==> config.mk <==
export PLATFORM = sky130hd
export DESIGN_NAME = msft_dvip_i2c_tx_engine
export DESIGN_NICKNAME = d
export VERILOG_FILES = /design/src/rtl/msft_dvip_i2c_tx_engine.sv
export SDC_FILE = /design/constraint.sdc
export NUM_CORES = 1
export LEC_CHECK = 0
export BUFFER_PORTS_ARGS = -buffer_cell sky130_fd_sc_hd__buf_2
export CAP_MARGIN = 5
export CORE_UTILIZATION = 40
export CTS_BUF_LIST = sky130_fd_sc_hd__clkbuf_2 sky130_fd_sc_hd__clkbuf_4 sky130_fd_sc_hd__clkbuf_8
export CTS_CLUSTER_SIZE = 24
export DETAILED_ROUTE_END_ITERATION = 7
export GPL_TIMING_DRIVEN = 0
export SLEW_MARGIN = 5
export SYNTH_ARGS = -nofsm -noshare
export SYNTH_HDL_FRONTEND = slang
export SYNTH_SLANG_ARGS = --single-unit
==> constraint.sdc <==
create_clock -name clk_i -period 3.75 [get_ports clk_i]
set_input_delay 0.75 -clock clk_i [delete_from_list [all_inputs] [get_ports clk_i]]
set_output_delay 0.75 -clock clk_i [all_outputs]
set_load 0.02 [all_outputs]
==> src/rtl/msft_dvip_i2c_tx_engine.sv <==
//-----------------------------------------------------------------------------
// msft_dvip_i2c_tx_engine
//
// I2C master transmit engine. Pulls bytes from a show-ahead TX FIFO and
// shifts them out on an open-drain SCL/SDA pair: START, then for each byte
// 8 data bits MSB first followed by an ACK bit sampled from the target,
// then STOP. Every bit is four SCL quarter-phases of CLK_DIV clk_i cycles.
//
// Parameters
//   CLK_DIV      clk_i cycles per SCL quarter-phase (2..255)
//
// Ports
//   clk_i        system clock, rising edge
//   rstn_i       asynchronous active-low reset
//   go_i         level enable; transfers start/continue while high
//   empty_i      TX FIFO empty flag
//   rdata_i      TX FIFO head byte (show-ahead)
//   rd_o         one-cycle FIFO pop strobe, coincident with byte capture
//   scl_i/sda_i  pad sense
//   scl_oe_o     1 pulls SCL low
//   sda_oe_o     1 pulls SDA low
//   busy_o       high whenever the engine is not idle
//   byte_done_o  one-cycle pulse after each ACKed byte
//   nack_o       one-cycle pulse when a NACK is sampled
//
// Configuration macro
//   I2C_TX_CLK_STRETCH_EN  when defined, the quarter counter holds while the
//                          engine has released SCL but the pad still reads 0
//                          (target clock stretching) in DATA/ACK Q2-Q3 and
//                          STOP Q1. When undefined, scl_i is ignored.
//-----------------------------------------------------------------------------
`timescale 1ns/1ps

module msft_dvip_i2c_tx_engine #(
  parameter int CLK_DIV = 4
) (
  input  logic       clk_i,
  input  logic       rstn_i,
  input  logic       go_i,
  input  logic       empty_i,
  input  logic [7:0] rdata_i,
  output logic       rd_o,
  input  logic       scl_i,
  input  logic       sda_i,
  output logic       scl_oe_o,
  output logic       sda_oe_o,
  output logic       busy_o,
  output logic       byte_done_o,
  output logic       nack_o
);

  typedef enum logic [2:0] {
    IDLE  = 3'd0,
    START = 3'd1,
    DATA  = 3'd2,
    ACK   = 3'd3,
    STOP  = 3'd4
  } state_e;

  localparam logic [7:0] QLAST = 8'(CLK_DIV - 1);

  state_e      state_q, state_d;
  logic [7:0]  qcnt_q, qcnt_d;
  logic [1:0]  phase_q, phase_d;
  logic [2:0]  bitcnt_q, bitcnt_d;
  logic [7:0]  shreg_q, shreg_d;
  logic        ack_q, ack_d;

  logic        stretch;
  logic        qtick;

  // SCL drive depends only on state and phase, so the stretch detector can
  // look at it without creating a combinational loop through the FSM.
  always_comb begin
    scl_oe_o = 1'b0;
    case (state_q)
      DATA, ACK: scl_oe_o = ~phase_q[1];
      STOP:      scl_oe_o = (phase_q == 2'd0);
      default:   scl_oe_o = 1'b0;
    endcase
  end

`ifdef I2C_TX_CLK_STRETCH_EN
  // Target holds SCL low after we released it: freeze the quarter timer.
  assign stretch = ~scl_oe_o & ~scl_i &
                   ((((state_q == DATA) || (state_q == ACK)) && phase_q[1]) ||
                    ((state_q == STOP) && (phase_q == 2'd1)));
`else
  assign stretch = scl_i & 1'b0;
`endif

  // Last clk_i of the current quarter (never true while stretched).
  assign qtick  = (qcnt_q == QLAST) && !stretch;
  assign busy_o = (state_q != IDLE);

  always_comb begin
    state_d     = state_q;
    qcnt_d      = qcnt_q;
    phase_d     = phase_q;
    bitcnt_d    = bitcnt_q;
    shreg_d     = shreg_q;
    ack_d       = ack_q;
    rd_o        = 1'b0;
    byte_done_o = 1'b0;
    nack_o      = 1'b0;
    sda_oe_o    = 1'b0;

    if (state_q != IDLE && !stretch) begin
      qcnt_d = qtick ? 8'd0 : qcnt_q + 8'd1;
    end

    case (state_q)
      IDLE: begin
        qcnt_d  = 8'd0;
        phase_d = 2'd0;
        if (go_i && !empty_i) begin
          state_d = START;
        end
      end

      START: begin
        sda_oe_o = (phase_q == 2'd1);
        if (qtick) begin
          if (phase_q == 2'd1) begin
            phase_d  = 2'd0;
            bitcnt_d = 3'd0;
            if (!empty_i) begin
              rd_o    = 1'b1;
              shreg_d = rdata_i;
              state_d = DATA;
            end else begin
              // FIFO drained under us: close the bus rather than underrun.
              state_d = STOP;
            end
          end else begin
            phase_d = phase_q + 2'd1;
          end
        end
      end

      DATA: begin
        sda_oe_o = ~shreg_q[7];
        if (qtick) begin
          phase_d = phase_q + 2'd1;
          // Shift only at the Q3->Q0 boundary so SDA moves while SCL is low.
          if (phase_q == 2'd3) begin
            if (bitcnt_q == 3'd7) begin
              state_d = ACK;
            end else begin
              bitcnt_d = bitcnt_q + 3'd1;
              shreg_d  = {shreg_q[6:0], 1'b0};
            end
          end
        end
      end

      ACK: begin
        if (qtick) begin
          phase_d = phase_q + 2'd1;
          if (phase_q == 2'd2) begin
            ack_d = sda_i;
          end
          if (phase_q == 2'd3) begin
            if (!ack_q) begin
              byte_done_o = 1'b1;
              if (go_i && !empty_i) begin
                rd_o     = 1'b1;
                shreg_d  = rdata_i;
                bitcnt_d = 3'd0;
                state_d  = DATA;
              end else begin
                state_d = STOP;
              end
            end else begin
              nack_o  = 1'b1;
              state_d = STOP;
            end
          end
        end
      end

      STOP: begin
        sda_oe_o = (phase_q != 2'd2);
        if (qtick) begin
          if (phase_q == 2'd2) begin
            phase_d = 2'd0;
            state_d = IDLE;
          end else begin
            phase_d = phase_q + 2'd1;
          end
        end
      end

      default: begin
        state_d = IDLE;
        qcnt_d  = 8'd0;
        phase_d = 2'd0;
      end
    endcase
  end

  always_ff @(posedge clk_i or negedge rstn_i) begin
    if (!rstn_i) begin
      state_q  <= IDLE;
      qcnt_q   <= 8'd0;
      phase_q  <= 2'd0;
      bitcnt_q <= 3'd0;
      shreg_q  <= 8'd0;
      ack_q    <= 1'b0;
    end else begin
      state_q  <= state_d;
      qcnt_q   <= qcnt_d;
      phase_q  <= phase_d;
      bitcnt_q <= bitcnt_d;
      shreg_q  <= shreg_d;
      ack_q    <= ack_d;
    end
  end

endmodule

==> results.py <==
metrics = {
    "power_and_ir_drop": {
        "switchingPower_uw": 367,
        "seq_power_share": 0.403,
        "total_power_uw": 929,
        "leakage_nw": 0.773,
        "power_frac_comb": 0.421,
        "powerDensity_mw_per_mm2": 533,
        "ir_drop_v": 0.000244,
        "clkPwrFrac": 0.176,
        "swShare": 0.395,
        "power.internal_uw": 562,
    },
    "synthesis": {
        "synthCells": 154,
        "synthArstFlopShare": 1.00,
        "syn_area_per_cell_um2": 10.0,
        "syn-cell-area_mm2": 0.00154,
        "yosysUniqueCellTypes": 44,
        "dominantRegCellSynth": "dfrtp_1",
        "ys_warn_count": 0,
        "synth_edf_count": 0,
        "synth_seq_cells": 25,
        "synth_fp_nets": 175,
        "synth_seq_area_share": 0.405,
    },
    "worst_setup_path": {
        "cp.required_ns": 3.00,
        "cpPeakStageDelay_ns": 0.42,
        "endpoint_kind": "output pin",
        "critPathLaunchType": "flop",
        "critPathMaxFanout": 9,
        "arrival_ns": 1.89,
        "worstSetupPathType": "reg -> out",
        "worst_path_max_delay_cell": "nor3b_2",
        "path_cells": "ha_1 > nor3b_2 > nand2_4 > nor4_1 > buf_2",
    },
    "final_layout": {
        "syn2layout_area_growth_pct": 12.9,
        "final_nets": 198,
        "most-common-layout-cells": "dfrtp_1, buf_2, nor2_1, mux2_2, inv_1",
        "final_common_cell": "dfrtp_1",
        "finalNonFillerCells": 224,
        "n_antenna_cell": 0,
        "layout-drive-gt1-share": 0.290,
    },
    "global_routing": {
        "grt_pass1_vias": 1195,
        "grt_usage": 0.167,
        "antenna_found_initial": 0,
        "grt_remaining_overflow": 0,
        "grt_max_degree": 26,
        "grt_pass1_wl_mm": 5.38,
    },
    "clock_tree": {
        "cts_max_level": 1,
        "clkLatencyLatePin_ns": 0.26,
        "clock-root-buffer": "clkbuf_8",
        "path_clk_slew_ns": 0.08,
        "ctsHoldBuffers": 0,
        "post_cts_buffers": 0,
        "cts_sinks": 25,
        "tritoncts": "done",
        "ctsResizeCount": 0,
        "cts_made_buffers": 3,
        "clk_path_buf_depth": 2,
    },
    "sta": {
        "clock_skew_ns": 0.00379,
        "grt_setup_unrepaired": "false",
        "tightest_slew_ns": 0.752,
        "hold_viol_final": 0,
        "setup_violations": 0,
        "fin_hold_ws_ns": 0.474,
        "slew_headroom": 0.486,
        "min_period_ns": 2.64,
        "fin_crit_sh": 0.703,
        "slew_violations": 0,
        "fmax_mhz": 379,
        "setup_tns_ns": 0,
    },
    "drt": {
        "drc": 0,
        "wl_mm": 3.08,
        "vias_per_cell": 5.26,
        "detail_route.wl_per_cell_um": 13.8,
        "dr.first_iter.drc_count": 54,
        "num_vias": 1179,
        "antenna_left": 0,
        "drt_pass1_iterations": 4,
    },
    "die": {
        "die_h_um": 64.1,
        "start_util": 0.419,
        "die_area_mm2": 0.00411,
        "coreArea_mm2": 0.00369,
        "rows": 22,
        "die_w_um": 64.1,
        "io_pins": 20,
    },
    "placement": {
        "dp.cells": 220,
        "gp_congestion": 0.956,
        "place_hpwl_mm": 2.37,
        "port_buffers": 18,
    },
    "run": {
        "drv_cap": 0,
    },
    "status": {
        "status": "complete, no violations",
    },
    "min_path": {
        "hold_path.class": "in -> async",
    },
}
-- critical path: cells and delay by family (launching register included) --
kind,cells,cell delay [ns]
buf+inv,1,0.21
fa+ha+maj,1,0.22
flops,1,0.41
simple gates,3,0.77
-- per-layer routing --
metal,GRT usage,vias to the layer above,share of wire
met4,0.0389,0,0.0029
met2,0.277,22,0.50
li1,-,598,-
met3,0.0339,2,0.036
met1,0.222,557,0.46
met5,0,-,0
-- cells in the mapped netlist, types with 2 or more instances --
library cell / count / area [um^2]
dfrtp_1: 25 / 626
mux2_2: 17 / 191
nor2_1: 17 / 63.8
inv_1: 10 / 37.5
a21oi_1: 9 / 45.0
ha_1: 7 / 87.6
nand2_1: 6 / 22.5
nand3_1: 4 / 20.0
o21ai_0: 4 / 20.0
o22ai_1: 4 / 25.0
and3_1: 3 / 18.8
clkbuf_1: 3 / 11.3
nand2b_1: 3 / 18.8
nor4_1: 3 / 18.8
xnor2_1: 3 / 26.3
xor2_1: 3 / 26.3
and3_2: 2 / 15.0
nand4_1: 2 / 12.5
nor2b_1: 2 / 12.5
nor4_4: 2 / 42.5
o2bb2ai_1: 2 / 17.5
-- through the flow --
stage / worst slack (ns) / utilization / area (um^2)
after floorplan: 1.34 / - / 1540
after global placement: 1.20 / 0.459 / 1690
after detailed placement: 1.22 / 0.459 / 1690
after CTS: 1.11 / 0.473 / 1740
after global routing: 0.997 / 0.473 / 1740
final: 1.11 / 0.473 / 1740
-- power groups by stage --
stage          clock (mW)  sequential (mW)  combinational, mW
2_1_floorplan           0            0.366              0.300
3_3_place_gp            0            0.377              0.388
3_5_place_dp            0            0.380              0.391
4_1_cts             0.172            0.375              0.393
5_1_grt             0.182            0.384              0.438
6_report            0.164            0.374              0.391
-- state kept, by name (all words and copies together) (netlist names) --
register and flops:
ack_q 1, shreg_q 8, bitcnt_q 3, qcnt_q 8
state_q 3, phase_q 2
-- cell families (layout without fill, tap and decap cells) --
family / Yosys count / in the layout / synth area share
compound gates: 28 / 28 / 0.121
xor+xnor: 6 / 6 / 0.0340
fa+ha+maj: 7 / 7 / 0.0567
buf+inv: 15 / 37 / 0.0397
flops: 25 / 25 / 0.405
mux: 17 / 17 / 0.124
simple gates: 56 / 56 / 0.220
-- cell type report --
class | instances | area (um^2)
flip-flops and latches | 25 | 626
clock buffers | 4 | 48.8
multi-input cells | 114 | 857
plain buffers | 5 | 23.8
inverters | 10 | 37.5
well taps | 48 | 60.1
repair buffers | 18 | 90.1
fillers | 372 | 1950
-- final timing paths --
kind	startpoint	end	slack, ns	depth (start not counted)
max	qcnt_q[0]$_DFFE_PN0P_	nack_o	1.11	5
min reg2reg	shreg_q[2]$_DFFE_PN0P_	shreg_q[2]$_DFFE_PN0P_	0.51	1
max in group asynchronous	rstn_i	shreg_q[4]$_DFFE_PN0P_	2.89	1
max reg2reg	qcnt_q[0]$_DFFE_PN0P_	shreg_q[6]$_DFFE_PN0P_	1.45	5
min in group clk_i	shreg_q[2]$_DFFE_PN0P_	shreg_q[2]$_DFFE_PN0P_	0.51	1
min	rstn_i	shreg_q[1]$_DFFE_PN0P_	0.47	1
Note: power is estimated with default switching activity, not from simulation.
